[src/rtl/riscv_pkg.sv]
// Shared fetch-stage types and constants: NOP bubble word, PC-source encodings
// and the fetch FSM states.
package riscv_pkg;

    localparam int unsigned XLEN = 32;
    localparam int unsigned ILEN = 32;

    localparam logic [ILEN-1:0] NOP_INSTR = 32'h0000_0013;

    localparam logic [1:0] PCSRC_PLUS4  = 2'b00;
    localparam logic [1:0] PCSRC_TARGET = 2'b01;
    localparam logic [1:0] PCSRC_JALR   = 2'b10;

    typedef enum logic [1:0] {
        REQ     = 2'd0,
        HOLD    = 2'd1,
        DISCARD = 2'd2
    } fetch_state_t;

endpackage

[src/rtl/fetch_stage_if.sv]
// Instruction-memory request/ready handshake between fetch (master) and imem (slave).
interface fetch_stage_if #(
    parameter int unsigned XLEN = riscv_pkg::XLEN
);
    logic            imemReq;
    logic [XLEN-1:0] imemAddr;
    logic            imemReady;
    logic [31:0]     imemRdata;

    modport master (output imemReq, imemAddr, input imemReady, imemRdata);
    modport slave  (input imemReq, imemAddr, output imemReady, imemRdata);
endinterface

[src/rtl/if_id_reg.sv]
// IF/ID pipeline register: clear (reset or flush) loads a bubble and dominates enable.
module if_id_reg
    import riscv_pkg::*;
#(
    parameter int unsigned XLEN = riscv_pkg::XLEN
) (
    input  logic            clk,
    input  logic            clear_i,
    input  logic            en_i,
    input  logic [31:0]     instr_i,
    input  logic [XLEN-1:0] pc_i,
    input  logic [XLEN-1:0] pc_plus4_i,
    input  logic            valid_i,
    output logic [31:0]     instr_o,
    output logic [XLEN-1:0] pc_o,
    output logic [XLEN-1:0] pc_plus4_o,
    output logic            valid_o
);

    always_ff @(posedge clk) begin
        if (clear_i) begin
            instr_o    <= NOP_INSTR;
            pc_o       <= '0;
            pc_plus4_o <= '0;
            valid_o    <= 1'b0;
        end else if (en_i) begin
            instr_o    <= instr_i;
            pc_o       <= pc_i;
            pc_plus4_o <= pc_plus4_i;
            valid_o    <= valid_i;
        end
    end

endmodule

[src/rtl/fetch_stage.sv]
// Instruction fetch: owns PCF, drives the imem handshake, holds a word fetched
// under stall and discards responses that land after a redirect.
module fetch_stage
    import riscv_pkg::*;
#(
    parameter int unsigned     XLEN     = riscv_pkg::XLEN,
    parameter logic [XLEN-1:0] RESET_PC = '0
) (
    input  logic            clk,
    input  logic            rst,
    input  logic            stallF,
    input  logic            stallD,
    input  logic            flushD,
    input  logic [1:0]      PCSrcE,
    input  logic [XLEN-1:0] PCTargetE,
    input  logic [XLEN-1:0] ALUResultE,
    fetch_stage_if.master   imem,
    output logic [31:0]     instrD,
    output logic [XLEN-1:0] PCD,
    output logic [XLEN-1:0] PCPlus4D,
    output logic            validD
);

    fetch_state_t    state_q, state_d;
    logic [XLEN-1:0] pcf_q, pcf_d;
    logic [31:0]     hold_instr_q, hold_instr_d;
    logic [XLEN-1:0] pend_target_q, pend_target_d;

    logic            redirect, stall, deliver;
    logic [XLEN-1:0] target, pcf_plus4;
    logic [31:0]     deliver_instr;

    assign redirect  = (PCSrcE != PCSRC_PLUS4);
    assign stall     = stallF | stallD;
    assign target    = ((PCSrcE == PCSRC_JALR) ? ALUResultE : PCTargetE) & ~XLEN'(3);
    assign pcf_plus4 = pcf_q + XLEN'(4);

    assign imem.imemReq  = (state_q != HOLD) && !rst;
    assign imem.imemAddr = pcf_q;

    always_ff @(posedge clk) begin
        if (rst) begin
            state_q       <= REQ;
            pcf_q         <= RESET_PC;
            hold_instr_q  <= '0;
            pend_target_q <= '0;
        end else begin
            state_q       <= state_d;
            pcf_q         <= pcf_d;
            hold_instr_q  <= hold_instr_d;
            pend_target_q <= pend_target_d;
        end
    end

    // Redirect always wins over stall; a deliver advances PCF by one word.
    always_comb begin
        state_d       = state_q;
        pcf_d         = pcf_q;
        hold_instr_d  = hold_instr_q;
        pend_target_d = pend_target_q;
        deliver       = 1'b0;
        deliver_instr = imem.imemRdata;
        unique case (state_q)
            REQ: begin
                if (imem.imemReady) begin
                    if (redirect) begin
                        pcf_d = target;
                    end else if (stall) begin
                        hold_instr_d = imem.imemRdata;
                        state_d      = HOLD;
                    end else begin
                        deliver = 1'b1;
                        pcf_d   = pcf_plus4;
                    end
                end else if (redirect) begin
                    pend_target_d = target;
                    state_d       = DISCARD;
                end
            end
            HOLD: begin
                if (redirect) begin
                    pcf_d   = target;
                    state_d = REQ;
                end else if (!stall) begin
                    deliver       = 1'b1;
                    deliver_instr = hold_instr_q;
                    pcf_d         = pcf_plus4;
                    state_d       = REQ;
                end
            end
            DISCARD: begin
                if (redirect) begin
                    pend_target_d = target;
                end
                if (imem.imemReady) begin
                    pcf_d   = redirect ? target : pend_target_q;
                    state_d = REQ;
                end
            end
            default: state_d = REQ;
        endcase
    end

    if_id_reg #(.XLEN(XLEN)) u_if_id (
        .clk        (clk),
        .clear_i    (rst | flushD),
        .en_i       (!stallD),
        .instr_i    (deliver ? deliver_instr : NOP_INSTR),
        .pc_i       (deliver ? pcf_q : '0),
        .pc_plus4_i (deliver ? pcf_plus4 : '0),
        .valid_i    (deliver),
        .instr_o    (instrD),
        .pc_o       (PCD),
        .pc_plus4_o (PCPlus4D),
        .valid_o    (validD)
    );

endmodule

[src/flat_wrapper.sv]
// flat-port wrapper written by rule: the top's interface ports become plain ports
module fetch_stage_flat import riscv_pkg::*;
#(
    parameter int unsigned     XLEN     = riscv_pkg::XLEN,
    parameter logic [XLEN-1:0] RESET_PC = '0
)
  (clk, rst, stallF, stallD, flushD, PCSrcE, PCTargetE, ALUResultE, instrD, PCD, PCPlus4D, validD, imem_imemReq, imem_imemAddr, imem_imemReady, imem_imemRdata);
  fetch_stage_if #(.XLEN(XLEN)) imem_i ();
  input  logic clk;
  input  logic rst;
  input  logic stallF;
  input  logic stallD;
  input  logic flushD;
  input  logic [1:0] PCSrcE;
  input  logic [XLEN-1:0] PCTargetE;
  input  logic [XLEN-1:0] ALUResultE;
  output logic [31:0] instrD;
  output logic [XLEN-1:0] PCD;
  output logic [XLEN-1:0] PCPlus4D;
  output logic validD;
  output wire logic [$bits(imem_i.imemReq)-1:0] imem_imemReq;
  output wire logic [$bits(imem_i.imemAddr)-1:0] imem_imemAddr;
  input wire logic [$bits(imem_i.imemReady)-1:0] imem_imemReady;
  input wire logic [$bits(imem_i.imemRdata)-1:0] imem_imemRdata;
  assign imem_imemReq = imem_i.imemReq;
  assign imem_imemAddr = imem_i.imemAddr;
  assign imem_i.imemReady = imem_imemReady;
  assign imem_i.imemRdata = imem_imemRdata;
  fetch_stage #(.XLEN(XLEN), .RESET_PC(RESET_PC)) u_core (.clk(clk), .rst(rst), .stallF(stallF), .stallD(stallD), .flushD(flushD), .PCSrcE(PCSrcE), .PCTargetE(PCTargetE), .ALUResultE(ALUResultE), .imem(imem_i), .instrD(instrD), .PCD(PCD), .PCPlus4D(PCPlus4D), .validD(validD));
endmodule
[config.mk]
export PLATFORM = sky130hd
export DESIGN_NAME = fetch_stage_flat
export DESIGN_NICKNAME = d
export VERILOG_FILES = /design/src/rtl/riscv_pkg.sv /design/src/rtl/fetch_stage_if.sv /design/src/rtl/if_id_reg.sv /design/src/rtl/fetch_stage.sv /design/src/flat_wrapper.sv
export SDC_FILE = /design/constraint.sdc
export NUM_CORES = 1
export LEC_CHECK = 0
export CORE_UTILIZATION = 40
export CTS_CLUSTER_SIZE = 10
export DETAILED_ROUTE_END_ITERATION = 12
export PLACE_DENSITY = 0.77
export SYNTH_ARGS = -nofsm -noshare
export SYNTH_HDL_FRONTEND = slang
export SYNTH_SLANG_ARGS = --single-unit
export TNS_END_PERCENT = 1
[constraint.sdc]
create_clock -name clk -period 2.4 [get_ports clk]
set_clock_uncertainty 0.1 [all_clocks]
set_input_delay 0.48 -clock clk [delete_from_list [all_inputs] [get_ports clk]]
set_output_delay 0.48 -clock clk [all_outputs]
set_load 0.01 [all_outputs]
Word-level counts from Yosys, hierarchy flattened:

Cells that the tools add are included.

* bits in registers: 195
* latch bits: 0
* RAM bits: 0
* ROM bits: 0
* bits of input ports: 104
* output and inout port bits: 130
* word-level logic and storage cells: 60
* memories: 0

* add/subtract/negate cells: 1
* multiply operators: 0
* div/mod/pow operators: 0
* magnitude comparators: 0
* equality and inequality tests: 11
* shift operators: 0
* multiplexer cells: 27
* bitwise operators: 3
* reduce and logical (&&, ||, !) cells: 10

Operators by type and width (number)
* $mux 32: 13
* $pmux 32 s3: 1
* $pmux 32 s2: 1
* $add 32x3->32 const B: 1
* $mux 2: 7
* $ne 2x2->1 const B: 3
* $ne 3x2->1 const B: 2
* $pmux 2 s3: 1
* $reduce_and 3->1: 2
* $reduce_and 5->1: 1
* $eq 2x2->1 const B: 2
* $reduce_bool 2->1: 2
* $mux 1: 3
* $ne 3x1->1 const B: 1
* $ne 3x3->1 const B: 1
* $reduce_bool 3->1: 1
* $eq 2x1->1 const B: 1
* $logic_not 2->1: 1
* $ne 2x1->1 const B: 1
* $or 1x1->1: 2
* $pmux 1 s2: 1
* $reduce_and 2->1: 1
* $logic_and 1x1->1: 1
* $logic_not 1->1: 1
* $not 1->1: 1

Logic depth before layout (Yosys ltp):

Gate-level depths: netlist of run 1.

* depth after elaboration: 6
* gate-level depth with buffers: 8
* depth with buffers taken out: 6

By module:

From an unflattened synthesis of run 1, not the netlist that was laid out.

* cells, all modules: 1172
* area total of the unflattened synthesis: 9490.4 µm²

Modules (own cells, without submodules)
* fetch_stage: instances 1, cells an instance 859, area an instance 6034.5 µm², seq. area each 1961.9 µm²
* if_id_reg: instances 1, cells an instance 313, area an instance 3455.8 µm², seq. area each 1941.9 µm²

Worst setup path before layout of run 1:

OpenSTA, ideal clock, no wires.

* kind: input to register
* start: in PCSrcE[0]
* end: reg u_core.u_if_id.pc_plus4_o[2]
* library setup time: 0.071 ns
* arrival time: 2.146 ns
* required time: 2.229 ns
* setup slack: 0.084 ns
* stages: 7
* buffers on the path: 3
* path through: clkbuf_1 -> or3_1 -> nor4_2 -> clkbuf_1 -> buf_2 -> nand2_1 -> a21oi_1

* longest elaborated chain between the ends: 5

RTL lines
* start, declared: RTL line flat_wrapper.sv:14 `input logic [1:0] PCSrcE;`
* $reduce_bool 2->1 *: RTL line fetch_stage.sv:33 `assign redirect = (PCSrcE != PCSRC_PLUS4);`
* $mux 1 *: RTL line fetch_stage.sv:66 `if (redirect) begin`
* $mux 1: RTL line fetch_stage.sv:65 `if (imem.imemReady) begin`
* $pmux 1 s2 *: RTL line fetch_stage.sv:63 `unique case (state_q)`
* $mux 32 *: RTL line fetch_stage.sv:110 `.pc_plus4_i (deliver ? pcf_plus4 : '0),`
* end signal, assigned: RTL line if_id_reg.sv:29 `pc_plus4_o <= pc_plus4_i;`
* end, declared: RTL line if_id_reg.sv:16 `output logic [XLEN-1:0] pc_plus4_o,`

Mark *: on every way between the ends. The rest lies on a longest branch, timed or not.
A chain may end at the register's enable or synchronous reset.

Worst setup path in the final report of run 1:

* start: reg u_core.pcf_q[2] (netlist: u_core.imem.imemAddr[2])
* end: reg u_core.pcf_q[31] (netlist: u_core.imem.imemAddr[31])

* longest elaborated chain between the ends: 5

RTL lines
* start, declared: RTL line fetch_stage.sv:25 `logic [XLEN-1:0] pcf_q, pcf_d;`
* start signal, assigned: RTL line fetch_stage.sv:49 `pcf_q <= pcf_d;`
* $add 32x3->32 *: RTL line fetch_stage.sv:36 `assign pcf_plus4 = pcf_q + XLEN'(4);`
* $mux 32 *: RTL line fetch_stage.sv:68, fetch_stage.sv:84
* $mux 32 *: RTL line fetch_stage.sv:66
* $mux 32: RTL line fetch_stage.sv:65
* $pmux 32 s3 *: RTL line fetch_stage.sv:63

Mark *: on every way between the ends. The rest lies on a longest branch, timed or not. The select of a mux whose other input is x is not followed.

==> results of run 1 <==
==> sequential cells by signal, summed over array words and instances, names as in the netlist <==
name,count
u_core.u_if_id.valid_o,1
u_core.state_q,2
u_core.u_if_id.instr_o,32
u_core.u_if_id.pc_o,32
u_core.imem.imemAddr,32
u_core.u_if_id.pc_plus4_o,30
u_core.hold_instr_q,32
u_core.pend_target_q,32
==> final timing paths <==
kind / to / depth (start not counted) / slack, ns
setup / recovery: u_core.imem.imemAddr[31]$_SDFFE_PP0P_ / 5 / 0.07
hold / removal: u_core.hold_instr_q[30]$_SDFFE_PP0P_ / 2 / 0.35
setup reg to reg: u_core.imem.imemAddr[31]$_SDFFE_PP0P_ / 5 / 0.07
hold reg to reg: u_core.hold_instr_q[30]$_SDFFE_PP0P_ / 2 / 0.35
==> critical path, cell delays in order, from the launching register on <==
cell and delay [ns]:
dfxtp_1 0.48, nand2_1 0.16, or4_1 0.52, or4_4 0.55, o31a_1 0.29, o22ai_1 0.15
==> area by class of cell <==
class	instances	area (um^2)
repair buffers	335	3190
clock buffers	17	425
well taps	275	344
fillers	1869	8620
clock inverters	15	183
flip-flops and latches	193	3860
multi-input cells	697	4270
inverters	15	56.3
==> metrics by stage <==
stage | total power [uW] | cell area [um^2] | hold WS (ns)
finish | 7410 | 12300 | 0.354
global route | 7660 | 12300 | 0.374
CTS | 7430 | 12300 | 0.348
detailed placement | 4530 | 11700 | 0.344
global placement | 4510 | 11700 | 0.336
floorplan | 3940 | 8540 | 0.334
==> logic make-up (layout without fill, tap and decap cells) <==
logic type	count (synthesis)	in the layout	synth area share (%)
muxes	33	33	4.35
xor gates and xnor gates	28	28	2.87
AOI/OAI and AO/OA	311	311	25.3
and+or+nand+nor	324	324	17.0
adders and majority gates	1	1	0.146
DFF	193	193	45.2
buffers and inverters	111	382	5.16
==> power by group through the flow <==
stage | combinational (uW) | sequential [uW] | clock [uW]
4_1_cts | 1090 | 3370 | 2970
5_1_grt | 1180 | 3380 | 3100
6_report | 1110 | 3370 | 2930
2_1_floorplan | 475 | 3460 | 0
3_3_place_gp | 1070 | 3440 | 0
3_5_place_dp | 1080 | 3450 | 0
==> cell usage in the layout, fill, tap and decap left out, types with 4 or more instances in the layout <==
cell type / count
clkdlybuf4s50_1: 227
dfxtp_1: 192
nor2_1: 124
nand2_1: 115
buf_4: 97
a22oi_1: 74
a21oi_1: 53
o21ai_0: 40
o22ai_1: 38
mux2_2: 33
a211oi_1: 31
a222oi_1: 26
xnor2_1: 22
clkbuf_16: 17
inv_1: 14
nand4_1: 14
nand3_1: 13
and3_1: 9
nor4_1: 9
buf_12: 9
o31ai_1: 8
o41ai_1: 7
xor2_1: 6
inv_8: 6
nor3_1: 5
a22o_1: 5
and4_1: 5
and2_1: 5
a32o_1: 5
a21o_1: 4
o31a_1: 4
==> layer usage <==
metal	wire length [um]	up-vias	track usage, %
met2	13100	503	40.7
li1	-	4191	-
met1	12400	4334	35.2
met5	0	-	0
met4	953	0	10.4
met3	2410	64	4.57
==> repair_timing <==
action / 4_1_cts / 5_1_grt
endpoints found under the hold margin: 0 / 0
setup endpoints to repair: 0 / 3
resized for setup: 0 / 3
==> flow_metrics.py, run 1 <==
metrics = {
    "run_status": {
        "status": "complete, no violations",
    },
    "power": {
        "p_sw_share_pct": 27.8,
        "seqPwrFrac_pct": 45.5,
        "comb_power_share_pct": 14.9,
        "power.internal_uw": 5350,
        "p_sw_uw": 2060,
        "clock_power_share_pct": 39.5,
        "power_density_nw_per_um2": 601,
        "ir_drop_v": 0.000428,
        "p_leak_uw": 0.00430,
    },
    "logic_synthesis": {
        "synth-seq-area-share_pct": 45.2,
        "ys_seq_elements": 193,
        "ys_top_cells_by_count": "dfxtp_1 (193), nor2_1 (124), nand2_1 (115)",
        "yosysUniqueCellTypes": 55,
        "netlist.area_leader.share_pct": 45.2,
        "synthesis.instances": 1001,
        "synthArstFlopShare_pct": 0,
        "synth_nets": 1106,
        "synth_ff_type": "dfxtp_1",
        "netlist_area_um2": 8540,
        "synth.most_common_cell": "dfxtp_1",
        "synth_largest_area_cell": "dfxtp_1",
        "ys_warn_count": 0,
        "synth_enable_flop_cells": 0,
        "yosys-top-cells-area": "dfxtp_1 (45%), a22oi_1 (6.5%), nor2_1 (5.4%), nand2_1 (5.1%), mux2_2 (4.3%)",
        "syn_avg_cell_area_um2": 8.53,
    },
    "placement": {
        "place_ws_ns": -0.295,
        "io_buffers": 229,
        "dp_cells": 1515,
        "gp_congestion": 0.920,
        "dpl.hpwl_um": 20400,
    },
    "timing": {
        "tightest_slew_ns": 0.815,
        "setup_viol": 0,
        "rsz0062_at_grt": "true",
        "fin_ws_ns": 0.0684,
        "fmax_mhz": 429,
        "period_minus_slack_ns": 2.33,
        "slew_viol_final": 0,
        "maxSlewHeadroom_pct": 45.7,
        "setup_tns_ns": 0,
        "hold_viol": 0,
        "period_share_pct": 97.2,
    },
    "drt": {
        "drtIter0Drc": 1000,
        "drt_first_pass_iters": 9,
        "routed_via_density": 5.88,
        "drt.antenna.violating_nets": 0,
        "drc_errors": 0,
        "wirelength_um": 28900,
        "wire_per_inst_um": 18.7,
        "vias": 9092,
    },
    "cts": {
        "clkSlewWorstSetupHoldPaths_ns": 0.08,
        "clock_latency_ns": 0.43,
        "ctsHoldBuffers": 0,
        "cts.sinks": 193,
        "postCtsSetupRepairBufs": 0,
        "cts_tree": "yes",
        "cts_made_buffers": 17,
        "htreeDepth": 4,
        "cts_root_buf": "clkbuf_16",
        "cts_buffer_depth": 2,
    },
    "floorplan": {
        "dieArea_um2": 21900,
        "core_area_um2": 21000,
        "die_y_um": 148,
        "start_util_pct": 40.8,
        "dieWidth_um": 148,
        "num_io_pins": 234,
        "core.rowCount": 53,
    },
    "worst_setup_path": {
        "cp-start-kind": "flip-flop",
        "critPathKind": "reg2reg",
        "critPathMaxFanout": 6,
        "worstSetupEndpointType": "flip-flop",
        "arrival_ns": 2.59,
        "critPathRequiredTime_ns": 2.65,
        "cp-startpoint": "u_core.imem.imemAddr[2]$_SDFFE_PP0P_",
        "r2r_start": "u_core.imem.imemAddr[2]$_SDFFE_PP0P_",
    },
    "final_layout": {
        "post_layout_nonfiller_instances": 1547,
        "num-nets-final": 1364,
        "insertedDiodeCount": 0,
        "syn_to_final_growth_pct": 44.4,
        "drive_gt1_share_pct": 14.9,
        "utilization_pct": 58.9,
    },
    "hold_path": {
        "hp-start": "u_core.hold_instr_q[30]$_SDFFE_PP0P_",
        "min_path_type": "reg2reg",
    },
    "global_route": {
        "grtUsageTotal_pct": 25.9,
        "grt_overflow": 0,
        "grt_pass1_vias": 8370,
        "grt_max_degree": 74,
        "grt_pass1_wl_um": 45200,
        "antenna_found_initial": 0,
    },
    "run": {
        "cap_violations": 0,
    },
}
(Power assumes the default switching activity.)
==> run 2, diff against run 1 <==
CAP_MARGIN = 25   (was unset)
RECOVER_POWER = 25   (was unset)
==> run 2 against run 1 <==
Effect of this change:
- combinational power is essentially flat
- global-route usage unchanged
- sequential share of layout area about the same
- sequential power barely moved
- clock power barely moved
- design area is essentially flat
- maximum frequency grew 0.51%
- final cell count did not move
- core utilization shrank 0.054 points
- non-clock buffer count stayed put
- clock-buffer cell count stayed put
- register-to-register slack is essentially flat
==> flow_metrics.py, run 2 (synthesis results as in run 1) <==
metrics = {
    "run": {
        "cap_violations": 0,
    },
    "final_layout": {
        "fill_cells": 1872,
        "insertedDiodeCount": 0,
        "syn_to_final_growth_pct": 44.3,
        "utilization_pct": 58.8,
        "finalInstanceArea_um2": 12300,
        "post_layout_nonfiller_instances": 1547,
        "drive_gt1_share_pct": 14.6,
        "num-nets-final": 1364,
        "mostFrequentLayoutCell": "dfxtp_1",
        "layout_common_cells": "dfxtp_1 (192), clkdlybuf4s50_1 (161), nor2_1 (124)",
    },
    "drt": {
        "routed_via_density": 5.85,
        "drc_errors": 0,
        "drt_first_pass_iters": 6,
        "drtIter0Drc": 1062,
        "vias": 9052,
        "wirelength_um": 28800,
        "drt.antenna.violating_nets": 0,
        "wire_per_inst_um": 18.6,
    },
    "floorplan": {
        "num_io_pins": 234,
        "core_area_um2": 21000,
        "dieWidth_um": 148,
        "dieArea_um2": 21900,
        "core.rowCount": 53,
        "die_y_um": 148,
        "start_util_pct": 40.8,
    },
    "cts": {
        "htreeDepth": 4,
        "cts_tree": "yes",
        "cts_root_buf": "clkbuf_16",
        "clkSlewWorstSetupHoldPaths_ns": 0.08,
        "cts_made_buffers": 17,
        "ctsHoldBuffers": 0,
        "cts_resized": 0,
        "postCtsSetupRepairBufs": 0,
        "clock_latency_ns": 0.43,
        "cts_buffer_depth": 2,
        "cts.sinks": 193,
    },
    "worst_setup_path": {
        "arrival_ns": 2.57,
        "cp-startpoint": "u_core.imem.imemAddr[2]$_SDFFE_PP0P_",
        "r2r_start": "u_core.imem.imemAddr[2]$_SDFFE_PP0P_",
        "worstSetupEndpointType": "flip-flop",
        "critPathKind": "reg2reg",
        "rr_worst_depth": 5,
        "critPathRequiredTime_ns": 2.65,
        "cp-start-kind": "flip-flop",
        "critPathMaxFanout": 6,
    },
    "placement": {
        "dpl_cell_area_um2": 11700,
        "dpl.hpwl_um": 20400,
        "io_buffers": 229,
        "gp_congestion": 0.920,
        "dp_cells": 1515,
    },
    "timing": {
        "maxSlewHeadroom_pct": 45.6,
        "period_share_pct": 96.7,
        "rsz0062_at_grt": "true",
        "slew_viol_final": 0,
        "hold_viol": 0,
        "fmax_mhz": 431,
        "period_minus_slack_ns": 2.32,
        "setup_viol": 0,
        "tightest_slew_ns": 0.816,
    },
    "power": {
        "p_leak_uw": 0.00451,
        "power_density_nw_per_um2": 601,
        "ir_drop_v": 0.000425,
    },
    "global_route": {
        "grt_max_degree": 74,
        "grt_pass1_wl_um": 45200,
        "grtUsageTotal_pct": 25.9,
        "grt_pass1_vias": 8370,
        "grt_overflow": 0,
        "antenna_found_initial": 0,
    },
    "hold_path": {
        "min_path_type": "reg2reg",
        "hp-start": "u_core.u_if_id.pc_plus4_o[25]$_SDFFE_PP0N_",
        "worstHoldPathCells": 2,
    },
    "run_status": {
        "status": "complete, no violations",
    },
}
## run 2: path summary, 6_finish.rpt
kind | to | slack, ns
hold / removal | u_core.u_if_id.pc_plus4_o[25]$_SDFFE_PP0N_ | 0.35
hold reg to reg | u_core.u_if_id.pc_plus4_o[25]$_SDFFE_PP0N_ | 0.35
setup / recovery | u_core.imem.imemAddr[31]$_SDFFE_PP0P_ | 0.08
setup reg to reg | u_core.imem.imemAddr[31]$_SDFFE_PP0P_ | 0.08
## run 2: layout make-up
cell class | count | area, um^2 | area share (%)
clock inverter | 15 | 183 | 1.48
timing repair buffer | 335 | 3180 | 25.8
sequential | 193 | 3860 | 31.4
clock buffer | 17 | 425 | 3.45
multi-input combinational | 697 | 4270 | 34.6
inverter | 15 | 56.3 | 0.457
tap | 275 | 344 | 2.79
## run 2: where the power goes
part / leakage, uW / switching, uW / internal [uW] / total, uW
registers: 0.00157 / 71.6 / 3300 / 3370
clock network: 0.000300 / 1420 / 1510 / 2930
logic: 0.00264 / 567 / 533 / 1100
total: 0.00451 / 2060 / 5340 / 7400
## run 2: per-stage QoR
step / total power [uW] / hold WS, ns / setup slack, ns / TNS (ns)
2_1_floorplan: 3940 / 0.334 / 0.0837 / 0
3_3_place_gp: 4510 / 0.336 / -0.224 / -20.04
3_5_place_dp: 4530 / 0.344 / -0.295 / -25.47
4_1_cts: 7430 / 0.348 / 0.00677 / 0
5_1_grt: 7660 / 0.374 / -0.0104 / -0.0104
6_report: 7400 / 0.352 / 0.0801 / 0
## run 2: layer usage
metal | vias up | GRT usage (%) | share of wire (%)
li1 | 4197 | - | -
met1 | 4323 | 35.2 | 43
met2 | 470 | 40.7 | 46
met3 | 62 | 4.57 | 8.0
met4 | 0 | 10.4 | 3.0
met5 | - | 0 | 0
## run 2: worst max-delay path, cell delays in order (launching register included)
cell and delay, ns:
dfxtp_1 0.48, nand2_1 0.15, or4_1 0.51, or4_4 0.55, o31a_1 0.29, o22ai_1 0.15
